**config.mk**
```make
export PLATFORM = sky130hd
export DESIGN_NAME = map_matrix_scanner
export DESIGN_NICKNAME = d
export VERILOG_FILES = /design/src/rtl/map_matrix_scanner.sv
export SDC_FILE = /design/constraint.sdc
export NUM_CORES = 1
export LEC_CHECK = 0
export ABC_CLOCK_PERIOD_IN_PS = 2500
export CAP_MARGIN = 0
export CORE_UTILIZATION = 35
export CTS_CLUSTER_SIZE = 16
export DETAILED_ROUTE_END_ITERATION = 8
export PLACE_DENSITY_LB_ADDON = 0.12
export SYNTH_ARGS = -nofsm -noshare
export SYNTH_HDL_FRONTEND = slang
export SYNTH_SLANG_ARGS = --single-unit
```
**constraint.sdc**
```tcl
create_clock -name i_clk -period 2.5 [get_ports i_clk]
set_clock_uncertainty 0.15 [all_clocks]
set_input_delay 0.375 -clock i_clk [delete_from_list [all_inputs] [get_ports i_clk]]
set_output_delay 0.375 -clock i_clk [all_outputs]
set_load 0.03 [all_outputs]
```
**src/rtl/map_matrix_scanner.sv**
```systemverilog
// -----------------------------------------------------------------------------
// map_matrix_scanner
//
// Column-multiplexed driver for the pixel-matrix display. A full active-low
// frame (column-major, bit c*COLUMN_SIZE+r = column c, row r, 0 = lit) is
// taken through a valid/ready handshake into a shadow buffer. It is copied to
// the active buffer only at a frame boundary, so a displayed scan never mixes
// two frames. While attack is high the displayed frame is frozen.
//
// Optional feature macro: MAP_BLINK_EN
//   Adds the BLINK_FRAMES parameter, the i_blink_mask port and a blink phase
//   that toggles every BLINK_FRAMES full scans. In the off phase, masked
//   pixels are forced unlit.
//
// Ports
//   i_clk          system clock, rising edge
//   i_rst_n        asynchronous active-low reset
//   i_enable       1 = scan, 0 = blank outputs and hold counters at 0
//   i_frame_in     new frame, active-low pixels
//   i_frame_valid  i_frame_in valid
//   o_frame_ready  frame can be accepted (!pending && !attack)
//   i_attack       level, 1 = freeze displayed frame
//   i_blink_mask   1 = pixel blinks (MAP_BLINK_EN only)
//   o_column_sel   active-low one-hot column select (registered)
//   o_row_out      active-low row data of selected column (registered)
//   o_frame_done   one-cycle pulse after each frame boundary
// -----------------------------------------------------------------------------
module map_matrix_scanner #(
    parameter int COLUMN_SIZE   = 7,
    parameter int TOTAL_COLUMNS = 5,
    parameter int SCAN_DIV      = 1000,
`ifdef MAP_BLINK_EN
    parameter int BLINK_FRAMES  = 16,
`endif
    parameter int DATA_WIDTH    = COLUMN_SIZE * TOTAL_COLUMNS
) (
    input  logic                     i_clk,
    input  logic                     i_rst_n,
    input  logic                     i_enable,
    input  logic [DATA_WIDTH-1:0]    i_frame_in,
    input  logic                     i_frame_valid,
    output logic                     o_frame_ready,
    input  logic                     i_attack,
`ifdef MAP_BLINK_EN
    input  logic [DATA_WIDTH-1:0]    i_blink_mask,
`endif
    output logic [TOTAL_COLUMNS-1:0] o_column_sel,
    output logic [COLUMN_SIZE-1:0]   o_row_out,
    output logic                     o_frame_done
);

    localparam int PRE_W = (SCAN_DIV > 1) ? $clog2(SCAN_DIV) : 1;
    localparam int COL_W = (TOTAL_COLUMNS > 1) ? $clog2(TOTAL_COLUMNS) : 1;
    localparam logic [PRE_W-1:0] PRE_LAST = PRE_W'(SCAN_DIV - 1);
    localparam logic [COL_W-1:0] COL_LAST = COL_W'(TOTAL_COLUMNS - 1);

    logic [DATA_WIDTH-1:0]    r_shadow;
    logic [DATA_WIDTH-1:0]    r_active;
    logic                     r_pending;
    logic [PRE_W-1:0]         r_prescaler;
    logic [COL_W-1:0]         r_col;
    logic [TOTAL_COLUMNS-1:0] r_column_sel;
    logic [COLUMN_SIZE-1:0]   r_row_out;
    logic                     r_frame_done;

    logic                     w_frame_ready;
    logic                     w_accept;
    logic                     w_pre_wrap;
    logic                     w_boundary;
    logic                     w_swap;
    logic [TOTAL_COLUMNS-1:0] w_col_onehot;
    logic [COLUMN_SIZE-1:0]   w_active_cols [TOTAL_COLUMNS];
    logic [COLUMN_SIZE-1:0]   w_row_next;

    assign w_frame_ready = !r_pending && !i_attack;
    assign w_accept      = i_frame_valid && w_frame_ready;
    assign w_pre_wrap    = (r_prescaler == PRE_LAST);
    assign w_boundary    = i_enable && w_pre_wrap && (r_col == COL_LAST);
    // With the scan stopped there is no boundary to wait for, so a pending
    // frame is promoted immediately.
    assign w_swap        = r_pending && !i_attack && (w_boundary || !i_enable);

    // Per-column views of the active frame and the one-hot column decode.
    genvar gi;
    generate
        for (gi = 0; gi < TOTAL_COLUMNS; gi++) begin : g_col
            assign w_col_onehot[gi]  = (r_col == COL_W'(gi));
            assign w_active_cols[gi] = r_active[gi*COLUMN_SIZE +: COLUMN_SIZE];
        end
    endgenerate

`ifdef MAP_BLINK_EN
    localparam int BLINK_W = (BLINK_FRAMES > 1) ? $clog2(BLINK_FRAMES) : 1;
    localparam logic [BLINK_W-1:0] BLINK_LAST = BLINK_W'(BLINK_FRAMES - 1);

    logic [BLINK_W-1:0]     r_blink_cnt;
    logic                   r_blink_phase;
    logic [COLUMN_SIZE-1:0] w_mask_cols [TOTAL_COLUMNS];

    generate
        for (gi = 0; gi < TOTAL_COLUMNS; gi++) begin : g_mask
            assign w_mask_cols[gi] = i_blink_mask[gi*COLUMN_SIZE +: COLUMN_SIZE];
        end
    endgenerate

    // Counts on the boundary itself (the cycle before frame_done) so the
    // phase changes exactly when column 0 of the next scan is loaded.
    always_ff @(posedge i_clk or negedge i_rst_n) begin
        if (!i_rst_n) begin
            r_blink_cnt   <= '0;
            r_blink_phase <= 1'b0;
        end else if (!i_enable) begin
            r_blink_cnt   <= '0;
            r_blink_phase <= 1'b0;
        end else if (w_boundary) begin
            if (r_blink_cnt == BLINK_LAST) begin
                r_blink_cnt   <= '0;
                r_blink_phase <= !r_blink_phase;
            end else begin
                r_blink_cnt <= r_blink_cnt + 1'b1;
            end
        end
    end

    // Off phase: force masked pixels to 1 (unlit).
    assign w_row_next = w_active_cols[r_col] |
                        (r_blink_phase ? w_mask_cols[r_col] : '0);
`else
    assign w_row_next = w_active_cols[r_col];
`endif

    always_ff @(posedge i_clk or negedge i_rst_n) begin
        if (!i_rst_n) begin
            r_shadow     <= '1;
            r_active     <= '1;
            r_pending    <= 1'b0;
            r_prescaler  <= '0;
            r_col        <= '0;
            r_column_sel <= '1;
            r_row_out    <= '1;
            r_frame_done <= 1'b0;
        end else begin
            // Accept and swap are mutually exclusive: accept needs !pending.
            if (w_accept) begin
                r_shadow  <= i_frame_in;
                r_pending <= 1'b1;
            end else if (w_swap) begin
                r_active  <= r_shadow;
                r_pending <= 1'b0;
            end

            if (!i_enable) begin
                r_prescaler <= '0;
                r_col       <= '0;
            end else if (w_pre_wrap) begin
                r_prescaler <= '0;
                r_col       <= (r_col == COL_LAST) ? '0 : r_col + 1'b1;
            end else begin
                r_prescaler <= r_prescaler + 1'b1;
            end

            r_column_sel <= i_enable ? ~w_col_onehot : '1;
            r_row_out    <= i_enable ? w_row_next : '1;
            r_frame_done <= w_boundary;
        end
    end

    assign o_frame_ready = w_frame_ready;
    assign o_column_sel  = r_column_sel;
    assign o_row_out     = r_row_out;
    assign o_frame_done  = r_frame_done;

endmodule

```
Word level (Yosys, flattened, before mapping)
Index checks and enable logic that the tools add are counted.
{"block": "totals", "regBits": 97, "latch_bits": 0, "mem_bits_rw": 0, "romBits": 0, "n_memories": 0}
{"block": "op_classes", "add_sub_neg": 2, "mul": 0, "n_div": 0, "n_lt_le_gt_ge": 1, "n_eq_ne": 6, "n_shift": 0, "muxes": 12, "bitwise": 3, "n_reduce_logical": 13}
{"operator": "$bmux W7 S3", "count": 1}
{"operator": "$mux W7", "count": 3}
{"operator": "$mux W10", "count": 2}
{"operator": "$add A10 B1 Y10 const B", "count": 1}
{"operator": "$eq A10 B10 Y1 const B", "count": 1}
{"operator": "$mux W3", "count": 3}
{"operator": "$eq A3 B2 Y1 const B", "count": 2}
{"operator": "$logic_and A1 B1 Y1", "count": 6}
{"operator": "$mux W5", "count": 1}
{"operator": "$not A5 Y5", "count": 1}
{"operator": "$ge A4 B4 Y1 const B", "count": 1}
{"operator": "$not A3 Y4", "count": 1}
{"operator": "$add A3 B1 Y3 const B", "count": 1}
{"operator": "$eq A3 B1 Y1 const B", "count": 1}
{"operator": "$eq A3 B3 Y1 const B", "count": 1}
{"operator": "$logic_not A1 Y1", "count": 3}
{"operator": "$logic_not A3 Y1", "count": 1}
{"operator": "$mux W1", "count": 2}
{"operator": "$ne A2 B1 Y1 const B", "count": 1}
{"operator": "$reduce_and A2 Y1", "count": 1}
{"operator": "$reduce_bool A2 Y1", "count": 1}
{"operator": "$logic_or A1 B1 Y1", "count": 1}
{"operator": "$not A1 Y1", "count": 1}

Longest topological paths before layout
Gate-level depths: netlist of the first run.
{"block": "depth", "depth_word": 7, "depth_mapped": 9, "mapped_depth_nobuf": 5}

Least setup slack after synthesis of the first run
Ideal clock, no wire load.
{"block": "synth_path", "path_kind": "register to register", "from": "register r_col[1]", "to": "register r_active[25]", "setup_time_ns": 0.075, "arrival_time_ns": 1.874, "required_time_ns": 2.275, "path_slack_ns": 0.402, "path_stages_with_launch": 10, "path_buffers": 4, "period_less_slack_ns": 2.098, "path_cell_list": "dfrtp_1 > clkbuf_1 > inv_1 > ha_1 > and4b_1 > buf_6 > and4_4 > buf_6 > buf_6 > o211ai_2"}
{"block": "synth_via", "elab_chain_len": 5}
{"element": "from (decl)", "line": "61", "source": "logic [COL_W-1:0] r_col;"}
{"element": "from (signal assigned)", "line": "157", "source": "r_col <= (r_col == COL_LAST) ? '0 : r_col + 1'b1;"}
{"element": "$eq A3 B3 Y1", "line": "78", "source": "assign w_boundary = i_enable && w_pre_wrap && (r_col == COL_LAST);"}
{"element": "$logic_and A1 B1 Y1", "line": "78"}
{"element": "$logic_or A1 B1 Y1", "line": "81", "source": "assign w_swap = r_pending && !i_attack && (w_boundary || !i_enable);"}
{"element": "$logic_and A1 B1 Y1", "line": "81"}
{"element": "$reduce_and A2 Y1 (no source line)"}
{"element": "to (signal assigned)", "line": "148", "source": "r_active <= r_shadow;"}
{"element": "to (decl)", "line": "58", "source": "logic [DATA_WIDTH-1:0] r_active;"}
No other way between the ends.
A chain may end at the register's enable or synchronous reset.

Worst setup path in the final report of the first run
{"block": "layout_path", "from": "input i_attack", "to": "output o_frame_ready"}
{"block": "layout_via", "elab_chain_len": 2}
{"element": "from (decl)", "line": "43", "source": "input logic i_attack,"}
{"element": "$logic_not A1 Y1", "line": "75", "source": "assign w_frame_ready = !r_pending && !i_attack;"}
{"element": "$logic_and A1 B1 Y1", "line": "75"}
{"element": "to (decl)", "line": "42", "source": "output logic o_frame_ready,"}
No other way between the ends.

==> results of run 1 <==
-- cells by family (layout without fill, tap and decap cells) --
group / count (synthesis) / count (layout) / share of synthesized area [%]
buf+inv: 40 / 89 / 4.215
fa+ha+maj: 6 / 6 / 1.514
simple gates: 194 / 194 / 19.84
xor+xnor: 3 / 3 / 0.5301
mux: 45 / 45 / 11.74
compound gates: 60 / 60 / 11.13
flops: 97 / 97 / 51.03
-- per-stage QoR --
stage	hold slack, ns	cells	utilization (%)
final	0.3148	674	43.26
after global routing	0.3445	674	43.26
after CTS	0.3081	674	43.26
after detailed placement	0.1494	657	41.12
after global placement	0.1499	657	41.12
after floorplan	-0.07059	445	-
-- path summary, 6_finish.rpt --
| check | startpoint | cells after the start | endpoint |
|---|---|---|---|
| worst max-delay path | i_attack | 3 | o_frame_ready |
| worst min-delay path | r_prescaler[0] | 1 | r_prescaler[0] |
| worst max register to register | r_col[0] | 6 | r_active[3] |
| worst min register to register | r_prescaler[0] | 1 | r_prescaler[0] |
| max in group asynchronous | i_rst_n | 3 | r_shadow[27] |
| min in group asynchronous | i_rst_n | 2 | r_col[2] |
-- routing by layer --
metal	vias up	routed length [um]	global-route usage, %
met5	-	0	0
met2	73	5233	25.86
met1	1753	5515	23.87
met4	0	164	6.019
met3	12	472	4.323
li1	1665	-	-
-- sequential cells by signal, indices dropped and copies added (netlist names) --
signal / count
o_column_sel: 5
r_prescaler: 10
r_shadow: 35
r_col: 3
o_row_out: 7
r_pending: 1
o_frame_done: 1
r_active: 35
-- critical path, cell delays in order --
cell and delay (ns):
clkdlybuf4s50_1 0.50, nor2_1 0.15, clkdlybuf4s50_1 0.68
-- layout by cell type (no fill, tap or decap), types with 3 or more instances in the layout --
master           synthesis  routed
clkdlybuf4s50_1          0      52
o211ai_2                29      29
dfrtp_1                 15      15
ha_1                     6       6
dfstp_2                 82      82
buf_12                   0       4
mux2_2                  35      35
or4_1                    3       3
buf_4                    1      12
nand4_1                 36      36
nand2_1                 85      85
and2_1                  36      36
nor2_1                  16      16
inv_1                    3       3
o21ai_0                  9       9
clkbuf_16                0       9
mux2i_1                  3       3
nand3_1                  7       7
mux4_2                   7       7
clkbuf_8                 0       3
a21oi_1                 11      11
clkbuf_1                14       3
o211ai_1                 6       6
-- final cells by class --
class / count / area (sq um) / share of cell area [%]
repair buffers: 69 / 700.7 / 11.71
flip-flops and latches: 97 / 2530 / 42.29
clock buffers: 15 / 277.8 / 4.643
well taps: 180 / 225.2 / 3.765
clock inverters: 1 / 8.758 / 0.1464
inverters: 4 / 15.01 / 0.2510
multi-input cells: 308 / 2225 / 37.19
-- power groups by stage --
stage          clock network [mW]  registers, mW  logic [mW]
5_1_grt                      1.45           3.12        1.55
4_1_cts                      1.39           3.04        1.41
3_3_place_gp                    0           3.05        1.37
3_5_place_dp                    0           3.06        1.40
2_1_floorplan                   0           2.90        1.02
6_report                     1.34           3.02        1.38
-- what timing repair did --
action	4_1_cts	5_1_grt
resized for setup	0	0
endpoints found under the setup margin	0	0
hold buffers	1	0
hold endpoints to repair	3	0
==> metrics, run 1 <==
status complete, no violations; Leak 2.330 nW; vias in the first global route 3513; logic gate share of total power 24.0%; gr usage total 17.17%; Final Max Tran Viols 0; Seq pwr share 52.6%; largest net degree at the start of global routing 52; Post-synth EDFFs 0; initial antenna violation count 0; Die ar. 14640 sq um; Setup-failing EPs final 0; latest clock arrival within the worst-skew pair roughly 0.35 ns; crit path capture type output port; Slew HR 53.35%; period utilization 89.30%; count leader, synth nand2_1; DR vias/cell 5.197; iteration count of the initial detailed-routing pass 4; first-pass GRT wire length 19210 um; area of the core roughly 14000 sq um; Placed Area 5685 sq um; # diodes 0; post-synthesis sequential area ratio 51.03%; Setup CP Type in -> out; Syn Inst Count between 400 and 500; layout cells sized above 1 38.06%; startpoint class of the critical path primary input; total number of vias roughly 3500; PD cells just under 1000 nW/um^2; Root Buffer clkbuf_16; Peak VDD IR 0.0003928 V; Post-CTS Setup Inserts 0; Post-Route WL 11390 um; internal power 4.121 mW; P_sw 1.629 mW; synth-to-layout area growth 20.67%; routed length per instance ~17 um; DR iter-0 viols 209; num ports 54; # port buffers 53; Worst-path clk slew 0.06 ns; fmax ~0.45 GHz; fin crit period 2.232 ns; Power Total 5.750 mW; die height approximately 120 um; die width 121.0 um; Commonest cells post-synth nand2_1 (85), dfstp_2 (82), and2_1 (36), nand4_1 (36), mux2_2 (35); Num CTS Buffers 9; Hold/Removal Path Class reg -> reg; CP max FO 4; CTS tree yes; clock share of power around a quarter; ys flop type dfstp_2; H-tree depth 3; DP Wirelength 7285 um; YS warnings 0; nets roughly 540; post-synth top area share 43.46%; synth top area cells dfstp_2 (43%), mux2_2 (8.0%), dfrtp_1 (7.6%); Max clock buf depth 2; Cell variety after synth 39; Worst Path Arrival 1.71 ns; share of flip-flops with an asynchronous set or reset 100.0%; Initial Util between 30% and 40%; design area 5982 sq um; unrepaired setup endpoints after global routing no; synthesized area 4957 sq um; total negative slack 0 ns; area leader, netlist dfstp_2; WP data required 1.98 ns; Max Cap Viol 0; switch share 28.33%; RD Place Congestion 0.7577; slew at the pin with the worst max-slew slack 0.6998 ns; final hold violations 0; Mapped Nets about 490; Filler Cells Inserted 1274; synthesized flop and latch total 97; final setup margin 0.2676 ns; Mean Syn Cell Area 11.14 sq um; FF-to-FF setup slack ~0.56 ns; DRC Markers 0; Sink Count 97; row cnt 43; pre-CTS setup slack 0.2699 ns; post-route ant nets 0; total grt overflow 0
(Power assumes the default switching activity.)
==> inputs of run 2 (changes only) <==
MAX_ROUTING_LAYER = met4   (was unset)
==> metrics, run 2 (synthesis gave the netlist of run 1 again) <==
latest clock arrival within the worst-skew pair 0.35 ns (about the same); final setup margin 0.2672 ns (-0.0003950 ns); Setup-failing EPs final 0 (unchanged); largest net degree at the start of global routing 52 (unchanged); slew at the pin with the worst max-slew slack 0.6801 ns (-0.01971 ns); DRC Markers 0 (unchanged); design area 5982 sq um (unchanged); die width 121.0 um (unchanged); die height 121.0 um (unchanged); Sink Count 97 (unchanged); worst hold slack 0.3132 ns (-0.001621 ns); Die ar. 14640 sq um (unchanged); num ports 54 (unchanged); # diodes 0 (unchanged); area occupied by multi-input gates 2225 sq um (unchanged); unrepaired setup endpoints after global routing no; Num CTS Buffers 9 (unchanged); Worst-path clk slew 0.07 ns (about the same); Post-Route WL 11420 um (+0.29%); first-pass GRT wire length 19220 um (about the same); synth-to-layout area growth 20.67% (unchanged); gr usage total 17.68% (+0.51 points); Setup CP Type in -> out; status complete, no violations; RD Place Congestion 0.7676 (+1.3%); Worst Path Arrival 1.71 ns (about the same); Placed Area 5685 sq um (unchanged); CTS tree yes; most frequent cells in the layout nand2_1 (85), dfstp_2 (82), clkdlybuf4s50_1 (52); H-tree depth 3 (unchanged); most common cell after layout, fill and taps aside nand2_1; Peak VDD IR 0.0003963 V (+0.88%); total grt overflow 0 (unchanged); biggest regs r_active x35, r_shadow x35, r_prescaler x10; non-filler cells, final 674 (unchanged); initial antenna violation count 0 (unchanged); vias in the first global route 3529 (+0.46%); total negative slack 0 ns (unchanged); Max clock buf depth 2 (unchanged); post-route ant nets 0 (unchanged); row cnt 43 (unchanged); Max Cap Viol 0 (unchanged); fin crit period 2.233 ns (+0.0003950 ns); CP max FO 4 (unchanged); nets 535 (unchanged); Leak 2.330 nW (unchanged); WP data required 1.98 ns (about the same); Initial Util 35.85% (unchanged); Filler Cells Inserted 1274 (unchanged); total number of vias 3499 (-0.11%); Post-CTS Setup Inserts 0 (unchanged); iteration count of the initial detailed-routing pass 4 (unchanged); Layout Utilization 43.26% (unchanged); layout cells sized above 1 38.06% (unchanged); area of the core 13830 sq um (unchanged); crit path capture type output port; register area 2530 sq um (unchanged); routed length per instance 16.94 um (+0.29%); Final Max Tran Viols 0 (unchanged); Power Total 5.758 mW (+0.14%); startpoint class of the critical path primary input; Slew HR 54.66% (+1.3 points); Root Buffer clkbuf_16; PD cells 962.5 nW/um^2 (+0.14%); DP Wirelength 7285 um (unchanged); DR iter-0 viols 191 (-8.6%); Placed Cells 657 (unchanged); DR vias/cell 5.191 (-0.11%); period utilization 89.31% (about the same); final hold violations 0 (unchanged); fmax 0.4479 GHz (about the same); pre-CTS setup slack 0.2699 ns (unchanged); # port buffers 53 (unchanged); Hold/Removal Path Class in -> async
run 2: cell counts in the layout (fill, tap and decap cells not counted):
Identical to the previous run, type by type.
run 2: path summary, 6_finish.rpt:
check | from | endpoint | slack, ns | cells past startpoint
min reg2reg | r_prescaler[0] | r_prescaler[0] | 0.31 | 1
min in group i_clk | r_prescaler[0] | r_prescaler[0] | 0.31 | 1
max | i_attack | o_frame_ready | 0.27 | 3
max in group asynchronous | i_rst_n | r_active[33] | 1.19 | 3
max reg2reg | r_col[0] | r_active[3] | 0.57 | 6
min | i_rst_n | r_col[2] | 0.31 | 2
run 2: power by group:
part           total (mW)  leakage [nW]  switching [mW]  internal, mW
combinational        1.39          1.13           0.608         0.777
clock                1.35         0.140           0.587         0.760
sequential           3.03          1.06           0.441          2.58
run 2: final cells by class:
type	instances	share of cell area (%)
Clock buffer	15	4.643
Timing Repair Buffer	69	11.71
Inverter	4	0.2510
Multi-Input combinational cell	308	37.19
Sequential cell	97	42.29
Tap cell	180	3.765
Clock inverter	1	0.1464
run 2: what timing repair did:
action	4_1_cts	5_1_grt
endpoints found under the hold margin	3	0
resized for setup	0	0
hold buffers	1	0
run 2: worst max-delay path, stage by stage:
cell and delay [ns]:
clkdlybuf4s50_1 0.50, nor2_1 0.15, clkdlybuf4s50_1 0.68
run 2: per-layer routing:
layer	track usage [%]	wire length [um]	vias up
li1	-	-	1663
met1	23.78	5470	1747
met2	25.96	5286	77
met3	4.417	493	12
met4	6.019	168	0
met5	-	0	-
==> inputs of run 3 (changes only) <==
CORE_ASPECT_RATIO = 1.2   (was unset)
CORE_MARGIN = 10   (was unset)
==> metrics, run 3 (synthesis gave the netlist of run 1 again) <==
kind of cell adding the most delay to the critical path buffers and inverters; # diodes 0 (unchanged); Worst Hold End r_prescaler[0]; Root Buffer clkbuf_16; Critical Path Max Stage Delay 0.69 ns (about the same); synth-to-layout area growth 20.17%; gr usage total 13.22% (-4.5 points); area occupied by multi-input gates 2225 sq um (unchanged); Initial Util 35.87% (about the same); RD Place Congestion 0.7622 (-0.70%); fin crit period 2.248 ns (+0.01499 ns); Setup CP Type in -> out; Setup-failing EPs final 0 (unchanged); fmax 0.4449 GHz (-0.67%); total number of vias 3543 (+1.3%); PD cells 962.4 nW/um^2 (about the same); total negative slack 0 ns (unchanged); # resized after CTS 0 (unchanged); post-route ant nets 0 (unchanged); final hold violations 0 (unchanged); Worst Path Arrival 1.72 ns (about the same); vias in the first global route 3789 (+7.4%); Die ar. 19340 sq um (+32%); layout cells sized above 1 38.01% (-0.049 points); total grt overflow 0 (unchanged); Placed Area 5672 sq um (-0.24%); first-pass GRT wire length 20040 um (+4.3%); CP Cell Sequence clkdlybuf4s50_1, nor2_1, clkdlybuf4s50_1; Hold/Removal Path Class reg -> reg; CTS tree yes; Worst-path clk slew 0.06 ns (about the same); DR vias/cell 5.344 (+2.9%); unrepaired setup endpoints after global routing no; FF-to-FF setup slack 0.54 ns (-0.03 ns); status complete, no violations; most common cell after layout, fill and taps aside nand2_1; WP data required 1.98 ns (about the same); num ports 54 (unchanged); largest net degree at the start of global routing 67 (+29%); CP Buf/Inv Count 2 (unchanged); Num CTS Buffers 9 (unchanged); Max Cap Viol 0 (unchanged); slew at the pin with the worst max-slew slack 0.8300 ns (+0.1499 ns); latest clock arrival within the worst-skew pair 0.34 ns (about the same); R2R depth 4 (-2); crit path capture type output port; Leak 2.323 nW (-0.32%); RR Startpoint r_prescaler[6]; hold path depth 1; Peak VDD IR 0.0003715 V (-6.3%); period utilization 89.91% (+0.60 points); Filler Cells Inserted 1325 (+4.0%); most frequent cells in the layout nand2_1 (85), dfstp_2 (82), clkdlybuf4s50_1 (52); iteration count of the initial detailed-routing pass 4 (unchanged); DRC Markers 0 (unchanged); die width 128.6 um (+6.3%); register area 2530 sq um (unchanged); hold_sp r_prescaler[0]; # port buffers 53 (unchanged); startpoint class of the critical path primary input; Slew HR 44.67% (-10 points); nets 533 (-0.37%); initial antenna violation count 0 (unchanged); design area 5957 sq um (-0.42%); critical path's slowest cell clkdlybuf4s50_1; Worst R2R End r_prescaler[1]; DR iter-0 viols 270 (+41%); Max clock buf depth 2 (unchanged); DP Wirelength 7796 um (+7.0%); Placed Cells 646 (-1.7%); CP max FO 4 (unchanged); Sink Count 97 (unchanged); area of the core 13820 sq um (about the same); biggest regs r_active x35, r_shadow x35, r_prescaler x10; H-tree depth 3 (unchanged); non-filler cells, final 663 (-1.6%); most frequent CP cell clkdlybuf4s50_1; Final Max Tran Viols 0 (unchanged); die height 150.4 um (+24%); routed length per instance 18.18 um (+7.3%); row cnt 47 (+9.3%); Post-Route WL 12060 um (+5.6%)
run 3: cell types whose count changed in the layout (fill, tap and decap cells not counted):
cell / delta
buf_12: +1
buf_4: -3
clkinv_4: -1
clkbuf_1: -1
clkinv_2: +3
clkbuf_8: -1
run 3: per-layer routing:
layer  routed length [um]  global-route usage, %  vias to the layer above
met3                  447                  2.568                       11
met1                 5369                  16.30                     1808
met5                    0                      -                        -
met4                  163                  4.013                        0
met2                 6075                  21.45                       61
li1                     -                      -                     1663
run 3: worst register-to-register path, stage by stage (launching register included):
cell	delay, ns
dfrtp_1	0.43
and4_1	0.25
buf_4	0.41
nand3_1	0.34
and3_1	0.28
run 3: how the worst max path moves through the flow:
stage	from	end	slack, ns	cells after the start
2_1_floorplan	r_col[1]	r_active[25]	0.40	9
3_3_place_gp	i_attack	r_pending	0.27	4
3_5_place_dp	i_attack	o_frame_ready	0.27	3
4_1_cts	i_attack	o_frame_ready	0.26	3
5_1_grt	i_attack	o_frame_ready	0.18	3
6_report	i_attack	o_frame_ready	0.25	3
run 3: area by class of cell:
cell class / instances / area share [%]
clock buffers: 13 / 4.369
clock inverters: 3 / 0.2520
inverters: 4 / 0.2520
multi-input cells: 308 / 37.35
flip-flops and latches: 97 / 42.47
well taps: 171 / 3.592
repair buffers: 67 / 11.72
run 3: through the flow:
step	hold WS [ns]	setup slack (ns)	total power, mW	util (%)
global placement	0.1820	0.2659	4.420	41.04
finish	0.3300	0.2522	5.733	43.11
floorplan	-0.07059	0.4015	3.913	-
detailed placement	0.1882	0.2681	4.480	41.04
global route	0.3547	0.1809	6.094	43.11
CTS	0.3335	0.2579	5.811	43.11
run 3: repair_timing:
action,CTS,global route
buffers inserted,0,0
endpoints found under the setup margin,0,0
hold endpoints to repair,4,0
hold buffers,1,0
run 3: report_power, final:
group,internal [mW],switching [mW],leakage [nW]
logic,0.773,0.629,1.12
registers,2.59,0.433,1.06
clock network,0.726,0.586,0.139
total,4.08,1.65,2.32
